==> src/rtl/bf_ctrl_pkg.sv <==
// Shared types and sizing for the boolean-function sweep controller.
package bf_ctrl_pkg;

  localparam int NUM_COMB = 8;
  localparam int IDX_W    = 3;
  localparam int CNT_W    = 8;
  localparam int MISS_W   = 4;

  typedef enum logic [1:0] {
    ST_IDLE   = 2'd0,
    ST_APPLY  = 2'd1,
    ST_FINISH = 2'd2
  } state_e;

  // Count of set bits in a truth-table-wide vector; 4 bits hold the maximum of 8.
  function automatic logic [MISS_W-1:0] popcount8(input logic [NUM_COMB-1:0] v);
    logic [MISS_W-1:0] n;
    n = '0;
    for (int i = 0; i < NUM_COMB; i++) begin
      n = n + MISS_W'(v[i]);
    end
    return n;
  endfunction

endpackage

==> src/rtl/bf_settle_cnt.sv <==
// Settle-time counter: counts held cycles of one input combination and flags
// the last one, after which it wraps back to zero on its own.
module bf_settle_cnt
  import bf_ctrl_pkg::*;
#(
  parameter int unsigned SETTLE = 4
) (
  input  logic clk,
  input  logic rst,
  input  logic clr_i,
  input  logic en_i,
  output logic terminal_o
);

  logic [CNT_W-1:0] count_q;
  logic [CNT_W-1:0] count_d;

  assign terminal_o = (count_q == CNT_W'(SETTLE - 1));

  // Next count: clear wins, otherwise step and wrap on the terminal cycle.
  always_comb begin
    count_d = count_q;
    if (clr_i) begin
      count_d = '0;
    end else if (en_i) begin
      if (terminal_o) begin
        count_d = '0;
      end else begin
        count_d = count_q + CNT_W'(1);
      end
    end
  end

  // Count register with synchronous reset.
  always_ff @(posedge clk) begin
    if (rst) begin
      count_q <= '0;
    end else begin
      count_q <= count_d;
    end
  end

endmodule

==> src/rtl/bf_sweep_ctrl.sv <==
// Sweep sequencer: drives all eight {inA,inB,inC} combinations in order, holds
// each for SETTLE cycles, captures the datapath output into a truth table and
// grades it against EXPECTED.
module bf_sweep_ctrl
  import bf_ctrl_pkg::*;
#(
  parameter int unsigned         SETTLE   = 4,
  parameter logic [NUM_COMB-1:0] EXPECTED = 8'hE8
) (
  input  logic                clk,
  input  logic                rst,
  input  logic                start,
  input  logic                dut_out,
  output logic                inA,
  output logic                inB,
  output logic                inC,
  output logic                busy,
  output logic                done,
  output logic [NUM_COMB-1:0] tt,
  output logic                pass,
  output logic [MISS_W-1:0]   mismatch_cnt
);

  state_e              state_q, state_d;
  logic [IDX_W-1:0]    idx_q, idx_d;
  logic [IDX_W-1:0]    drv_q, drv_d;
  logic [NUM_COMB-1:0] tt_q, tt_d;
  logic                pass_q, pass_d;
  logic [MISS_W-1:0]   miss_q, miss_d;
  logic                cntClr;
  logic                cntEn;
  logic                cntTerminal;

  bf_settle_cnt #(
    .SETTLE (SETTLE)
  ) u_settle (
    .clk        (clk),
    .rst        (rst),
    .clr_i      (cntClr),
    .en_i       (cntEn),
    .terminal_o (cntTerminal)
  );

  // Next-state and datapath-update logic. The grade is computed from the
  // truth table including the final sample so it is valid during FINISH.
  always_comb begin
    state_d = state_q;
    idx_d   = idx_q;
    drv_d   = '0;
    tt_d    = tt_q;
    pass_d  = pass_q;
    miss_d  = miss_q;
    cntClr  = 1'b0;
    cntEn   = 1'b0;
    case (state_q)
      ST_IDLE: begin
        if (start) begin
          state_d = ST_APPLY;
          idx_d   = '0;
          tt_d    = '0;
          pass_d  = 1'b0;
          miss_d  = '0;
          cntClr  = 1'b1;
        end
      end
      ST_APPLY: begin
        cntEn = 1'b1;
        drv_d = idx_q;
        if (cntTerminal) begin
          tt_d[idx_q] = dut_out;
          if (idx_q == IDX_W'(NUM_COMB - 1)) begin
            state_d = ST_FINISH;
            drv_d   = '0;
            pass_d  = (tt_d == EXPECTED);
            miss_d  = popcount8(tt_d ^ EXPECTED);
          end else begin
            idx_d = idx_q + IDX_W'(1);
            drv_d = idx_d;
          end
        end
      end
      ST_FINISH: begin
        state_d = ST_IDLE;
      end
      default: begin
        state_d = ST_IDLE;
      end
    endcase
  end

  // State, index, drive and result registers with synchronous reset.
  always_ff @(posedge clk) begin
    if (rst) begin
      state_q <= ST_IDLE;
      idx_q   <= '0;
      drv_q   <= '0;
      tt_q    <= '0;
      pass_q  <= 1'b0;
      miss_q  <= '0;
    end else begin
      state_q <= state_d;
      idx_q   <= idx_d;
      drv_q   <= drv_d;
      tt_q    <= tt_d;
      pass_q  <= pass_d;
      miss_q  <= miss_d;
    end
  end

  assign {inA, inB, inC} = drv_q;
  assign busy            = (state_q == ST_APPLY);
  assign done            = (state_q == ST_FINISH);
  assign tt              = tt_q;
  assign pass            = pass_q;
  assign mismatch_cnt    = miss_q;

endmodule

==> config.mk <==
export PLATFORM = sky130hd
export DESIGN_NAME = bf_sweep_ctrl
export DESIGN_NICKNAME = d
export VERILOG_FILES = /design/src/rtl/bf_ctrl_pkg.sv /design/src/rtl/bf_settle_cnt.sv /design/src/rtl/bf_sweep_ctrl.sv
export SDC_FILE = /design/constraint.sdc
export NUM_CORES = 1
export LEC_CHECK = 0
export ABC_AREA = 1
export CORE_MARGIN = 8
export CORE_UTILIZATION = 58
export CTS_CLUSTER_SIZE = 40
export DETAILED_ROUTE_END_ITERATION = 16
export HOLD_SLACK_MARGIN = 0.05
export PLACE_DENSITY_LB_ADDON = 0.08
export SETUP_SLACK_MARGIN = 0.2
export SKIP_CTS_REPAIR_TIMING = 1
export SYNTH_ARGS = -nofsm -noshare
export SYNTH_HDL_FRONTEND = slang
export SYNTH_SLANG_ARGS = --single-unit
==> constraint.sdc <==
create_clock -name clk -period 9.3 [get_ports clk]
set_input_delay 1.86 -clock clk [delete_from_list [all_inputs] [get_ports clk]]
set_output_delay 1.86 -clock clk [all_outputs]
set_load 0.1 [all_outputs]
# ---- After elaboration in Yosys (flattened, before gate mapping)
# Cells that the tools add are included.
dict set report totals {
  output_inout_bits 18
  word_cells 66
  ff_bits 29
  inputBits 4
}
dict set report classes {
  n_lt_le_gt_ge 2
  bitwise_logic 2
  eq_ne 9
  n_reduce_logical 9
  n_mux 28
  addsub 9
}
# cell n
set ops {}
lappend ops {{two-way mux 8 bit} 3}
lappend ops {{adder 4 x 1 -> 4 bit} 4}
lappend ops {{one-hot mux 8 bit (2 select lines)} 1}
lappend ops {{two-way mux 3 bit} 5}
lappend ops {{two-way mux 4 bit} 3}
lappend ops {{adder 8 x 1 -> 8 bit, second input constant} 1}
lappend ops {{bitwise mux 8 bit} 1}
lappend ops {{== test 8 x 2 -> 1 bit, second input constant} 1}
lappend ops {{== test 8 bit, second input constant} 1}
lappend ops {{one-hot mux 4 bit (2 select lines)} 1}
lappend ops {{AND reduction 4 bit} 2}
lappend ops {{two-way mux 1 bit} 7}
lappend ops {{two-way mux 2 bit} 3}
lappend ops {{one-hot mux 3 bit (2 select lines)} 1}
lappend ops {{AND reduction 3 bit} 2}
lappend ops {{adder 3 x 1 -> 4 bit} 1}
lappend ops {{< comparator 3 x 4 -> 1 bit, second input constant} 1}
lappend ops {{inequality test 2 x 1 -> 1 bit, second input constant} 2}
lappend ops {{inequality test 2 bit, second input constant} 2}
lappend ops {{inverter 4 bit} 1}
lappend ops {{one-hot mux 2 bit (2 select lines)} 1}
lappend ops {{OR reduction 2 bit} 2}
lappend ops {{adder 2 x 1 -> 3 bit} 1}
lappend ops {{adder 3 x 1 -> 3 bit, second input constant} 1}
lappend ops {{other kinds (11)} 11}

# ---- Logic depth before layout (Yosys ltp)
dict set report logic_depth {
  word_depth 15
  mapped_depth 18
  mapped_depth_nobuf 17
}

# ---- Modules after synthesis
# A second synthesis with hierarchy kept.
dict set report unflattened {
  cells_unflattened 246
  area_unflattened_um2 1744.2
}
# module seq_area_each_um2 cells_per_inst area_per_inst_um2 instances
set by_module_without_submodules {}
lappend by_module_without_submodules {bf_sweep_ctrl 420.4 183 1318.8 1}
lappend by_module_without_submodules {bf_settle_cnt 160.2 63 425.4 1}

# ---- Worst setup path before layout
# No wires, ideal clock.
dict set report synth_timing {
  path_kind {input port to flip-flop}
  from {input dut_out}
  to {register miss_q[2], in the netlist mismatch_cnt[2]}
  t_arrival_ns 4.545
  stages 13
  slack_ns 4.689
  cell_sequence {a31oi_1 fa_1 fa_1 fa_1 inv_1 ha_1 inv_1 fa_1 a21oi_1 o21ai_0 nand3_1 nand2_1 nor2_1}
}
dict set report synth_between {
  elab_chain_len 11
}
# element line
set synth_lines {}
lappend synth_lines {{from (decl)} bf_sweep_ctrl.sv:13} ;# input logic dut_out,
lappend synth_lines {{bitwise mux 8 bit (*)} bf_sweep_ctrl.sv:70} ;# tt_d[idx_q] = dut_out;
lappend synth_lines {{adder 1 x 1 -> 2 bit} bf_ctrl_pkg.sv:20} ;# n = n + MISS_W'(v[i]);
lappend synth_lines {{adder 2 x 1 -> 3 bit} bf_ctrl_pkg.sv:20}
lappend synth_lines {{adder 3 x 1 -> 4 bit} bf_ctrl_pkg.sv:20}
lappend synth_lines {{adder 4 x 1 -> 4 bit (3 in a row)} bf_ctrl_pkg.sv:20}
lappend synth_lines {{adder 4 x 1 -> 4 bit (*)} bf_ctrl_pkg.sv:20}
lappend synth_lines {{two-way mux 4 bit (*)} bf_sweep_ctrl.sv:71} ;# if (idx_q == IDX_W'(NUM_COMB - 1)) begin
lappend synth_lines {{two-way mux 4 bit (*)} bf_sweep_ctrl.sv:69} ;# if (cntTerminal) begin
lappend synth_lines {{one-hot mux 4 bit (2 select lines) (*)} bf_sweep_ctrl.sv:55} ;# case (state_q)
lappend synth_lines {{to (signal assigned)} bf_sweep_ctrl.sv:106} ;# miss_q <= miss_d;
lappend synth_lines {{to (decl)} bf_sweep_ctrl.sv:29} ;# logic [MISS_W-1:0] miss_q, miss_d;
# Mark *: on every way between the ends. The rest lies on a longest branch, timed or not. The select of a mux whose other input is x is not followed.
# A chain may end at the register's enable or synchronous reset.

# ---- Worst setup path after layout
# Ends and elaborated chain as after synthesis.

==> run_results.csv <==
group,metric,value,unit
run_status,status,"finished, final reports clean",
worst_setup_path,slowest_stage,"fa_1",
final_layout,most-common-layout-cells,"50 x nand2_1, 29 x inv_1, 29 x dfxtp_1",
routing,post_drt_wl_per_cell,12.20,um
final_layout,seq_area,580.6,sq um
sta,setup_viol_count_final,0,
cts,clk_latency,0.32,ns
worst_setup_path,path_delay_family,"adder cells",
placement,hpwl,2.633,mm
sta,period_share,0.5422,
die,die-area,4834,sq um
logic_synthesis,avgSynthCellArea,7.385,sq um
cts,h-tree-depth,2,
final_layout,fin_nets,264,
worst_setup_path,crit_arrival,5.30,ns
final_layout,post-route-util,0.7048,
global_route,grt_pass1_wl,5.940,mm
routing,drc_errors,0,
global_route,grt_max_degree,13,
final_layout,multi_input_area,909.6,sq um
final_layout,layout_commonest_cell,"nand2_1",
placement,io_buffers,21,
worst_setup_path,start_kind,"primary input",
cts,cts_tree,"done",
sta,rsz0062_at_grt,"no",
routing,drtAntennaViolNets,0,
logic_synthesis,synth_nets,240,
logic_synthesis,syn_area,1662,sq um
sta,final.setup_skew,0.007730,ns
power_and_ir_drop,ir_worst_vdd,0.0001326,V
placement,dpl_worst_slack,3.969,ns
hold_path,min_path_cells,2,
placement,gp_congestion,0.8844,
logic_synthesis,yosys_register_bits,29,
sta,slew_violations,0,
final_layout,drive_above_1_share,0.1080,
sta,worstMarginPinSlew,0.9809,ns
cts,clkSlewWorstSetupHoldPaths,0.09,ns
worst_setup_path,path_buf_inv,3,
sta,setup_tns,0,ns
global_route,grt_antenna_before_repair,0,
final_layout,instances_no_fill,281,
die,row_count,19,
routing,wirelength,3.429,mm
hold_path,hold_path.class,"flop to flop",
worst_setup_path,cp_common_cell,"fa_1",
flow_run,maxCapViolCount,0,
global_route,grt_pass1_vias,1333,
logic_synthesis,synth_warnings,0,
die,io_pins,22,
power_and_ir_drop,powerDensity,126.2,nW/um^2
routing,via_count,1454,
worst_setup_path,cp.required,9.56,ns
worst_setup_path,reg2reg_depth,15,
routing,vias_per_cell,5.174,
routing,dr.pass1.iters,4,
sta,period_minus_slack,5.042,ns
sta,relSlewSlack,0.3440,
final_layout,fillers,238,
placement,dp_cells,273,
worst_setup_path,path_max_fanout,5,
sta,setup_slack,4.258,ns
sta,fmax,198.3,MHz
worst_setup_path,cp.depth,14,
logic_synthesis,seq_area_frac_synth,0.3494,
cts,cts_root_buf,"clkbuf_4",
global_route,overflow,0,
cts,cts.path.max_buffers,2,
final_layout,antennaDiodeCount,0,
die,chipWidth,69.53,um
worst_setup_path,critPathCaptureType,"flop",
global_route,grt_usage,0.1437,
cts,cts_sinks,29,
power_and_ir_drop,p_leak,0.8405,nW
die,core_area,2734,sq um
worst_setup_path,cp_cell_sequence,"clkdlybuf4s50_1, a31oi_1, fa_1, fa_1, fa_1, inv_1, ha_1, inv_1, fa_1, a21oi_1, o21ai_0, nand3_1, nand2_1, nor2_1",
final_layout,final_cell_area,1927,sq um
worst_setup_path,path_class,"primary input to flop",
placement,placed_area,1878,sq um
final_layout,synthToLayoutAreaGrowth,15.96,%
routing,first_iter_violations,81,
logic_synthesis,synth_cell_types,31,
worst_setup_path,critPathMaxStageDelay,0.54,ns
die,start_util,0.6078,
logic_synthesis,synthCells,225,
sta,final-hold-violation-count,0,
cts,cts_buffers,5,
die,dieHeight,69.53,um
-- logic make-up (layout without fill, tap and decap cells) --
family / count (synthesis) / count (layout) / synth area share
buf+inv: 41 / 66 / 0.1032
fa+ha+maj: 11 / 11 / 0.1009
flops: 29 / 29 / 0.3494
compound gates: 33 / 33 / 0.1092
xor+xnor: 3 / 3 / 0.01582
simple gates: 108 / 108 / 0.3215
-- Yosys cell counts --
cell / count / area share
a211oi_1: 3 / 0.014
nand3_1: 17 / 0.051
nand2_1: 50 / 0.11
nand4_1: 4 / 0.015
ha_1: 7 / 0.053
dfxtp_1: 29 / 0.35
nor2_2: 2 / 0.0075
nand2_2: 2 / 0.0075
o21ai_1: 4 / 0.012
buf_6: 2 / 0.014
inv_1: 29 / 0.066
o21ai_0: 3 / 0.0090
nand3_4: 1 / 0.011
nor2_4: 1 / 0.0068
a21oi_1: 17 / 0.051
a31oi_1: 2 / 0.0075
xor2_1: 2 / 0.011
inv_2: 8 / 0.018
o21a_1: 1 / 0.0045
nor3_4: 1 / 0.0098
nor3b_2: 1 / 0.0075
fa_1: 4 / 0.048
nor3b_1: 1 / 0.0045
o22ai_1: 3 / 0.011
nand2_4: 1 / 0.0068
xnor2_1: 1 / 0.0053
nor3_2: 1 / 0.0060
nand3_2: 4 / 0.024
nor2_1: 20 / 0.045
nor3_1: 2 / 0.0060
buf_2: 2 / 0.0060
-- report_power, final --
part           leakage [nW]  internal, mW  total, mW  switching [mW]
Clock                0.0265        0.0301     0.0723          0.0422
Combinational         0.579        0.0107     0.0422          0.0315
Sequential            0.235         0.127      0.129         0.00213
-- flip-flops by register name (all words and copies together) (netlist names) --
| signal | count |
|---|---|
| drv_q | 3 |
| idx_q | 3 |
| mismatch_cnt | 4 |
| pass | 1 |
| state_q | 2 |
| tt | 8 |
| u_settle.count_q | 8 |
-- per-layer routing --
metal | track usage | routed length [um]
met5 | 0 | 0
met1 | 0.1936 | 1765
met3 | 0.05007 | 208
met4 | 0.02961 | 12
met2 | 0.2141 | 1442
-- cell type report --
type | count | share of cell area
clock buffers | 8 | 0.02532
inverters | 37 | 0.07208
multi-input cells | 155 | 0.4721
flip-flops and latches | 29 | 0.3013
well taps | 31 | 0.02013
repair buffers | 21 | 0.1091
-- metrics by stage --
| step | power [mW] | hold slack, ns |
|---|---|---|
| 4_1_cts | 0.2447 | 0.4698 |
| 2_1_floorplan | 0.1643 | 0.4609 |
| 3_3_place_gp | 0.1741 | 0.4529 |
| 5_1_grt | 0.2537 | 0.4998 |
| 6_report | 0.2431 | 0.4665 |
| 3_5_place_dp | 0.1740 | 0.4570 |
-- worst register-to-register path, delay by kind of cell (launching register included) --
| family | cells | cell delay (ns) |
|---|---|---|
| fa+ha+maj | 5 | 2.01 |
| compound gates | 4 | 0.66 |
| simple gates | 4 | 0.48 |
| flops | 1 | 0.42 |
| buf+inv | 2 | 0.13 |
-- final timing paths --
path              startpoint         endpoint  slack, ns
hold / removal         tt[2]            tt[2]       0.47
setup reg to reg    idx_q[2]  mismatch_cnt[2]       5.56
setup / recovery     dut_out  mismatch_cnt[2]       4.26
hold reg to reg        tt[2]            tt[2]       0.47
(Power assumes the default switching activity.)
==> RTL edit: new RTL, same settings <==
The 3 states of `state_e` get a one-hot encoding in 3 bits.
--- a/src/rtl/bf_ctrl_pkg.sv
+++ b/src/rtl/bf_ctrl_pkg.sv
@@ -6,10 +6,10 @@
   localparam int CNT_W    = 8;
   localparam int MISS_W   = 4;
 
-  typedef enum logic [1:0] {
-    ST_IDLE   = 2'd0,
-    ST_APPLY  = 2'd1,
-    ST_FINISH = 2'd2
+  typedef enum logic [2:0] {
+    ST_IDLE   = 3'b001,
+    ST_APPLY  = 3'b010,
+    ST_FINISH = 3'b100
   } state_e;
 
   // Count of set bits in a truth-table-wide vector; 4 bits hold the maximum of 8.
Check against the original RTL: same outputs for any inputs over 10 cycles, from zero or initial values and one cycle with rst high; not proved beyond that.
==> RTL edit against the original RTL <==
- final area rose by 9.2%
- via count rose by 12%
- die area rose by 8.0%
- sequential cell count up 1
- setup slack got worse by 0.081 ns
- area after synthesis rose by 10%
- wire length increased by 12%
- non-clock buffer count is the same
- sequential share of layout area fell by 1.6 points
- critical path depth did not move
- synthesized cell count rose by 15%
- largest cell class unchanged
Power is not compared: it rests on default switching activity, and its combinational part moved more than twofold at a synthesized area within 25%.
==> RTL edit: results (changes against the original RTL) <==
* DRT iter0 DRCs at 80 (-1.2%)
* Placed cell area at 2060 µm² (+9.6%)
* 1st-pass router iterations at 5 (+1)
* Top cells by count, synth: nand2_1 (64), inv_1 (45), dfxtp_1 (30)
* Status: finished clean
* Final nets at 295 (+12%)
* Post-Syn Nets at 274 (+14%)
* Clock buffer depth at 2 (unchanged)
* P&R area growth vs syn at 14.6%
* Hold crit path type: reg2reg
* Register area share after synthesis at 0.327 (-0.0222)
* Leak pwr at 0.944 nW
* Num CTS Buffers at 5 (unchanged)
* Worst Max-Slew Pin Slew at 0.973 ns (-0.00771 ns)
* Ratio of cells with drive above 1 in the final layout at 0.100 (-0.00800)
* DP Worst Slack at 3.85 ns (-0.115 ns)
* Crit-path max cell delay at 0.55 ns
* Largest net degree at the start of global routing at 13 (unchanged)
* Worst Path Max Fanout at 5 (unchanged)
* Vias in the first global route at 1457 (+9.3%)
* CTS root buffer: clkbuf_4
* RePlAce Congestion at 0.910 (+2.9%)
* Antenna cells at 0 (unchanged)
* Vias at 1629 (+12%)
* I/O Buffers at 21 (unchanged)
* CTS clk-pin slew, worst paths at 0.09 ns (about the same)
* H-Tree Depth at 2 (unchanged)
* Max IR drop VDD at approximately 0.11 mV
* Filler instances at 282 (+18%)
* Critical-path cell with the highest stage delay: clkdlybuf4s50_1
* Share of synthesized flip-flops with an asynchronous set or reset at 0 (unchanged)
* DP HPWL at 2830 µm (+7.4%)
* Synth area leaders: dfxtp_1 (33%), nand2_1 (13%), inv_1 (9.2%)
* Worst skew pair latency at 0.34 ns (+0.02 ns)
* Initial antenna violation count at 0 (unchanged)
* Final wirelength at 3840 µm (+12%)
* Netlist cell types at 29 (-6.5%)
* Yosys warning count at 0 (unchanged)
* Clock skew at 0.00835 ns (+0.000616 ns)
* Main synth FF type: dfxtp_1
* First-pass GRT wire length at 6700 µm (+13%)
* Overall Global Routing Usage at 0.160 (+0.0164)
[RTL edit: changes by cell type after synthesis, sizes merged, moves of 5 or more]
cell | unedited run | this run
a21oi | 17 | 12
inv | 37 | 49
nand2 | 53 | 73
nand4 | 4 | 16
nor2 | 23 | 16
[RTL edit: worst paths after layout]
kind	from	end	slack, ns	depth (start not counted)
max reg2reg	idx_q[0]	mismatch_cnt[2]	5.59	15
max	dut_out	mismatch_cnt[2]	4.18	14
min reg2reg	mismatch_cnt[3]	mismatch_cnt[3]	0.47	2
min	mismatch_cnt[3]	mismatch_cnt[3]	0.47	2
[RTL edit: layer usage]
metal	GRT usage	share of wire	up-vias
li1	-	-	869
met1	0.208	0.51	719
met2	0.237	0.43	36
met3	0.0482	0.048	5
met4	0.0703	0.014	0
met5	0	0	-
[RTL edit: kinds of logic (layout without fill, tap and decap cells)]
kind of cell             count (synthesis)  count (layout)  share of synthesized area
AND/OR/NAND/NOR                        135             135                      0.368
buffers and inverters                   57              78                      0.128
flip-flops                              30              30                      0.327
AO/OA/AOI/OAI                           22              22                     0.0661
adder cells (fa/ha/maj)                 11              11                     0.0913
XOR/XNOR                                 4               4                     0.0191
[RTL edit: final cells by class]
type                            count  share of cell area
Multi-Input combinational cell    172               0.475
Sequential cell                    30               0.286
Timing Repair Buffer               21              0.0999
Inverter                           50              0.0916
Tap cell                           44              0.0262
Clock buffer                        7              0.0214
[RTL edit: worst max-delay path, delay by kind of cell]
| kind | cells | cell delay [ns] |
|---|---|---|
| xor gates and xnor gates | 1 | 0.14 |
| buffers and inverters | 5 | 0.91 |
| and+or+nand+nor | 1 | 0.12 |
| AOI/OAI and AO/OA | 2 | 0.41 |
| adders and majority gates | 5 | 1.95 |
[RTL edit: where the power goes]
group / leakage (nW) / switching (W) / internal, W
Clock: 0.0254 / 0.0000451 / 0.0000285
Combinational: 0.675 / 0.000100 / 0.0000406
Sequential: 0.244 / 0.00000587 / 0.000136
Total: 0.944 / 0.000151 / 0.000205
[RTL edit: through the flow]
| stage | cells | hold slack, ns |
|---|---|---|
| floorplan | 259 | 0.458 |
| detailed placement | 317 | 0.457 |
| global route | 324 | 0.510 |
| CTS | 324 | 0.480 |
| global placement | 317 | 0.454 |
| finish | 324 | 0.471 |
